## config.mk

```make
export PLATFORM = sky130hd
export DESIGN_NAME = int16_to_fp16
export DESIGN_NICKNAME = d
export VERILOG_FILES = /design/src/rtl/int16_to_fp16.sv
export SDC_FILE = /design/constraint.sdc
export NUM_CORES = 1
export LEC_CHECK = 0
export CAP_MARGIN = 25
export CORE_AREA = 2 2 109 111
export CTS_BUF_LIST = sky130_fd_sc_hd__clkbuf_4 sky130_fd_sc_hd__clkbuf_8 sky130_fd_sc_hd__clkbuf_16
export DETAILED_ROUTE_END_ITERATION = 12
export DIE_AREA = 0 0 111 113
export DONT_BUFFER_PORTS = 1
export HOLD_SLACK_MARGIN = 0.06
export MAX_ROUTING_LAYER = met4
export REMOVE_ABC_BUFFERS = 1
export SETUP_SLACK_MARGIN = 0.3
export SLEW_MARGIN = 5
export SYNTH_ARGS = -nofsm -noshare
export SYNTH_HDL_FRONTEND = slang
export SYNTH_SLANG_ARGS = --single-unit
```

## constraint.sdc

```tcl
create_clock -name clk -period 2.6 [get_ports clk]
set_input_delay 0.52 -clock clk [delete_from_list [all_inputs] [get_ports clk]]
set_output_delay 0.52 -clock clk [all_outputs]
set_load 0.01 [all_outputs]
```

## src/rtl/int16_to_fp16.sv

```systemverilog
// 16-bit signed/unsigned integer to IEEE 754 half-precision converter, 3-stage pipeline.
// Define INT16_TO_FP16_ROUND_EN for round-to-nearest-even; default build truncates.
module int16_to_fp16 (
  input  logic        clk,
  input  logic        rst,
  input  logic        in_valid,
  output logic        in_ready,
  input  logic [15:0] in_data,
  input  logic        in_signed,
  output logic        out_valid,
  input  logic        out_ready,
  output logic [15:0] out_data,
  output logic        out_inexact
);

  logic        en;
  logic        s1_valid;
  logic        s1_sign;
  logic [15:0] s1_mag;
  logic [3:0]  msb_idx;
  logic [14:0] norm;
  logic        s2_valid;
  logic        s2_sign;
  logic        s2_zero;
  logic [4:0]  s2_exp;
  logic [14:0] s2_norm;
  logic        guard;
  logic        sticky;
  logic        overflow;
  logic [9:0]  rnd_frac;
  logic [4:0]  rnd_exp;

  // One shared advance: the whole pipe, bubbles included, moves only when the output slot frees up.
  assign en       = !out_valid || out_ready;
  assign in_ready = en && !rst;

  always_ff @(posedge clk) begin
    if (rst) begin
      s1_valid <= 1'b0;
      s1_sign  <= 1'b0;
      s1_mag   <= '0;
    end else if (en) begin
      s1_valid <= in_valid;
      s1_sign  <= in_signed && in_data[15];
      s1_mag   <= (in_signed && in_data[15]) ? 16'(-in_data) : in_data;
    end
  end

  always_comb begin
    msb_idx = '0;
    for (int i = 0; i < 16; i++) begin
      if (s1_mag[i]) msb_idx = 4'(i);
    end
  end

  // Left-justify so the leading 1 drops off the top; the remaining 15 bits are fraction, guard, sticky.
  assign norm = 15'(s1_mag << (4'd15 - msb_idx));

  always_ff @(posedge clk) begin
    if (rst) begin
      s2_valid <= 1'b0;
      s2_sign  <= 1'b0;
      s2_zero  <= 1'b0;
      s2_exp   <= '0;
      s2_norm  <= '0;
    end else if (en) begin
      s2_valid <= s1_valid;
      s2_sign  <= s1_sign;
      s2_zero  <= ~|s1_mag;
      s2_exp   <= 5'd15 + {1'b0, msb_idx};
      s2_norm  <= norm;
    end
  end

`ifdef INT16_TO_FP16_ROUND_EN
  logic carry;
`endif

  always_comb begin
    guard    = s2_norm[4];
    sticky   = |s2_norm[3:0];
    rnd_frac = s2_norm[14:5];
    rnd_exp  = s2_exp;
    overflow = 1'b0;
`ifdef INT16_TO_FP16_ROUND_EN
    {carry, rnd_frac} = {1'b0, s2_norm[14:5]} + 11'(guard && (sticky || s2_norm[5]));
    if (carry) rnd_exp = s2_exp + 5'd1;
    // Carry out of the top exponent lands on 31 with a zero fraction, which is exactly infinity.
    overflow = (rnd_exp == 5'd31);
`endif
  end

  always_ff @(posedge clk) begin
    if (rst) begin
      out_valid   <= 1'b0;
      out_data    <= '0;
      out_inexact <= 1'b0;
    end else if (en) begin
      out_valid <= s2_valid;
      if (s2_zero) begin
        out_data    <= '0;
        out_inexact <= 1'b0;
      end else begin
        out_data    <= {s2_sign, rnd_exp, rnd_frac};
        out_inexact <= guard || sticky || overflow;
      end
    end
  end

endmodule

```

After elaboration in Yosys (flattened, before gate mapping)
Index checks and enable logic that the tools add are counted.
{"block": "totals", "wordCells": 42, "output_inout_bits": 19, "input_bits": 21, "ff_bits": 59}
{"block": "classes", "addsub": 3, "reduce_logical": 9, "n_mux": 18, "shifts": 1}
{"cell": "$mux W4", "count": 14}
{"cell": "$mux W16", "count": 2}
{"cell": "$neg A16 Y16", "count": 1}
{"cell": "$reduce_or A16 Y1", "count": 1}
{"cell": "$shl A16 B4 Y15", "count": 1}
{"cell": "$add A4 B4 Y5 const A", "count": 1}
{"cell": "$reduce_or A4 Y1", "count": 1}
{"cell": "$sub A4 B4 Y4 const A", "count": 1}
{"cell": "$logic_not A1 Y1", "count": 3}
{"cell": "$logic_and A1 B1 Y1", "count": 2}
{"cell": "$logic_or A1 B1 Y1", "count": 2}
{"cell": "$mux W1", "count": 2}

Depth between registers and ports, before layout
{"block": "logic_depth", "depth_word": 17, "depth_mapped": 11, "depth_no_buf": 8}

Least setup slack after synthesis
No wires, ideal clock.
{"block": "synth_path", "kind": "register -> register", "from": "reg s1_mag[5]", "to": "reg s2_exp[2] (netlist: rnd_exp[2])", "required_time_ps": 2530, "setup_ps": 70, "setup_slack_ps": 658, "period_less_slack_ps": 1942, "arrival_time_ps": 1871, "stages_incl_launch_ff": 12, "n_path_buf": 3, "cell_sequence": "dfxtp_1 -> buf_4 -> inv_1 -> a221oi_1 -> o211a_1 -> buf_2 -> inv_2 -> buf_2 -> ha_1 -> xnor2_1 -> nand2_1 -> a21oi_1"}
{"block": "synth_via", "elab_chain_cells": 12}
{"element": "start, declared", "line": "19", "text": "logic [15:0] s1_mag;"}
{"element": "start signal, assigned", "line": "45", "text": "s1_mag <= (in_signed && in_data[15]) ? 16'(-in_data) : in_data;"}
{"element": "$mux W4 (11 in series)", "line": "52", "text": "if (s1_mag[i]) msb_idx = 4'(i);"}
{"element": "$add A4 B4 Y5", "line": "70", "text": "s2_exp <= 5'd15 + {1'b0, msb_idx};"}
{"element": "end signal, assigned", "line": "70"}
{"element": "end, declared", "line": "25", "text": "logic [4:0] s2_exp;"}
No other way between the ends.
A chain may end at the register's enable or synchronous reset.

Final worst setup path
{"block": "layout_path", "from": "reg s1_mag[10]", "to": "reg s2_norm[12]"}
{"block": "layout_via", "elab_chain_cells": 8}
{"element": "$mux W4 (6 in series)", "line": "52"}
{"element": "$sub A4 B4 Y4", "line": "57", "text": "assign norm = 15'(s1_mag << (4'd15 - msb_idx));"}
{"element": "$shl A16 B4 Y15 (*)", "line": "57"}
{"element": "end signal, assigned", "line": "71", "text": "s2_norm <= norm;"}
{"element": "end, declared", "line": "26", "text": "logic [14:0] s2_norm;"}
Every way passes the cells marked *; elsewhere a longest branch is shown, timed or not.

==> impl_metrics.env <==
export IMPL_startpoint_type="register"
export IMPL_p_per_area_nw_per_um2=758
export IMPL_wire_per_inst_um=16.6
export IMPL_clock_fmax_ghz=0.451
export IMPL_die_h_um=113
export IMPL_antenna_found_initial=0
export IMPL_drcViolationCount=0
export IMPL_via_count=3209
export IMPL_fin_crit_sh_pct=85.3
export IMPL_setup_viol_count_final=0
export IMPL_insertion_delay_ps=330
export IMPL_place_congestion=0.914
export IMPL_rsz0062_at_grt="yes"
export IMPL_drtIter0Drc=203
export IMPL_dpl_cell_area_sq_um=3550
export IMPL_grt_remaining_overflow=0
export IMPL_drive_gt1_share_pct=13.3
export IMPL_firstDrtPassIters=4
export IMPL_num_antenna_cells=0
export IMPL_nets=448
export IMPL_cts_hold_buf=0
export IMPL_grt_first_pass_wirelength_um=15900
export IMPL_vdd_drop_max_mv=0.249
export IMPL_tightest_slew_ps=684
export IMPL_numCtsBuffers=9
export IMPL_num_rows=39
export IMPL_fin_crit_ps=2220
export IMPL_dieArea_sq_um=12500
export IMPL_critPathRequiredTime_ps=2800
export IMPL_dp_cells=555
export IMPL_synthCells=440
export IMPL_tritoncts="done"
export IMPL_stdcell_count=573
export IMPL_path_clk_slew_ps=50
export IMPL_coreArea_sq_um=11300
export IMPL_via_per_inst=5.60
export IMPL_synth_edff_count=0
export IMPL_cts_max_level=3
export IMPL_status="finished clean"
export IMPL_grt_pass1_vias=3069
export IMPL_cp_max_fo=11
export IMPL_cts_buffer_depth=2
export IMPL_skew_ps=5.94
export IMPL_cts_root_buf="clkbuf_16"
export IMPL_yosysUniqueCellTypes=63
export IMPL_drv_slew=0
export IMPL_drv_cap=0
export IMPL_final_area_sq_um=3880
export IMPL_p_leak_nw=1.34
export IMPL_cts_sinks=59
export IMPL_slew_headroom_pct=53.2
export IMPL_dp_hpwl_um=6750
export IMPL_utilization_pct=34.4
export IMPL_crit_type="register to register"
export IMPL_ant_nets=0
export IMPL_async_flop_share_pct=0
export IMPL_crit_path_end_kind="register"
export IMPL_yosysWarnings=0
export IMPL_die_x_um=111
export IMPL_syn_to_final_growth_pct=11.5
export IMPL_hold_class="primary input to register"
export IMPL_routed_wl_um=9530
export IMPL_io_buffers=0
export IMPL_synthesis_area_sq_um=3480
export IMPL_arrival_ps=2420
export IMPL_hold_violations=0
export IMPL_ys_seq_area_share_pct=34.0
export IMPL_synth_ff_type="dfxtp_1"
export IMPL_grt_max_degree=61
export IMPL_io_pins=40
export IMPL_initial_core_util_pct=30.9
export IMPL_grt_usage_pct=15.9
export IMPL_syn_avg_cell_area_sq_um=7.91
export IMPL_ys_ff_latch=59
-- kinds of logic (layout without fill, tap and decap cells) --
kind of cell	Yosys count	in the layout	synth area share (%)
compound gates	138	138	28.8
xor+xnor	11	11	2.77
fa+ha+maj	2	2	0.719
buf+inv	47	37	6.62
flops	59	59	34.0
mux	4	4	1.15
simple gates	179	179	26.0
-- stage by stage --
| stage | TNS (ps) | setup WS [ps] | total power (W) | hold slack, ps |
|---|---|---|---|---|
| global route | 0 | 291 | 0.00309 | 252 |
| floorplan | -1750 | -324 | 0.00158 | 426 |
| detailed placement | 0 | 326 | 0.00177 | 440 |
| CTS | 0 | 309 | 0.00294 | 256 |
| global placement | 0 | 327 | 0.00177 | 434 |
| finish | 0 | 383 | 0.00294 | 258 |
-- cell type report --
type	instances	area [sq um]
sequential	59	1180
multi-input combinational	334	2100
fill	1190	7390
timing repair buffer	12	90.1
clock buffer	9	225
inverter	9	33.8
clock inverter	7	68.8
tap	143	179
-- cell usage in the layout (no fill, tap or decap), types with 3 or more instances in the layout --
cell,n
xor2_1,5
o21ai_0,13
nand3b_1,16
nor2_2,3
clkinv_2,3
nor2_1,47
o21ai_1,4
o2111ai_1,3
inv_1,7
a31oi_1,6
nand3_1,16
nor3_1,11
a21oi_2,3
clkbuf_16,9
and2_1,4
dfxtp_1,58
nand2b_1,6
or3_1,4
xnor2_1,6
nor4_1,6
mux2i_1,4
a22oi_1,7
a211oi_1,16
o31ai_1,4
o211ai_1,12
nand2_1,46
a311oi_1,7
nor2b_1,4
a21oi_1,35
buf_4,12
a32oi_1,3
a221oi_1,3
-- metal layers --
metal / vias to the layer above / GRT usage (%) / routed length, um
met5: - / - / 0
met4: 0 / 5.00 / 144
met3: 14 / 3.70 / 512
met2: 94 / 23.4 / 4310
met1: 1505 / 21.7 / 4560
li1: 1596 / - / -
-- what timing repair did --
action,4_1_cts,5_1_grt
gates resized for setup,0,6
setup endpoints to repair,0,15
setup buffers,0,2
-- report_power, final --
group          switching (W)  internal, W
combinational       0.000395     0.000255
sequential          0.000111      0.00101
clock               0.000428     0.000736
-- final timing paths --
path | slack [ps] | cells past startpoint | start | end
max | 380 | 6 | s1_mag[10] | s2_norm[12]
min | 260 | 1 | rst | s1_mag[13]
max reg2reg | 380 | 6 | s1_mag[10] | s2_norm[12]
min reg2reg | 440 | 2 | s2_sign | s2_sign
-- registers in the layout, summed over array words and instances, names as in the netlist --
register     count
out_data        16
s1_mag          16
s2_norm         15
rnd_exp          5
out_inexact      1
out_valid        1
s1_sign          1
s1_valid         1
s2_sign          1
s2_valid         1
s2_zero          1
-- cells in the mapped netlist (3+ instances only) --
library cell / instances / area (sq um)
dfxtp_1: 59 / 1180
nor2_1: 49 / 184
nand2_1: 46 / 173
a21oi_1: 35 / 175
clkbuf_1: 19 / 71.3
a211oi_1: 16 / 120
nand3_1: 16 / 80.1
nand3b_1: 16 / 120
o21ai_0: 13 / 65.1
o211ai_1: 12 / 90.1
nor3_1: 11 / 55.1
a22oi_1: 7 / 52.6
a311oi_1: 7 / 61.3
inv_1: 7 / 26.3
nand2b_1: 7 / 43.8
a31oi_1: 6 / 37.5
buf_2: 6 / 30.0
nor4_1: 6 / 37.5
xnor2_1: 6 / 52.6
buf_1: 5 / 18.8
buf_6: 5 / 56.3
nor2b_1: 5 / 31.3
xor2_1: 5 / 43.8
and2_1: 4 / 25.0
mux2i_1: 4 / 40.0
o21ai_1: 4 / 20.0
o31ai_1: 4 / 30.0
or3_1: 4 / 25.0
a21oi_2: 3 / 26.3
a221oi_1: 3 / 26.3
a32oi_1: 3 / 26.3
o2111ai_1: 3 / 26.3
o21ai_2: 3 / 26.3
-- critical path, cell delays in order (launching register included) --
cell and delay [ps]:
dfxtp_1 350, or2_1 340, a211o_2 490, mux2i_1 280
o21ai_0 160, a311oi_1 360, o22ai_1 110
No activity file was read; power rests on OpenSTA's default activity.
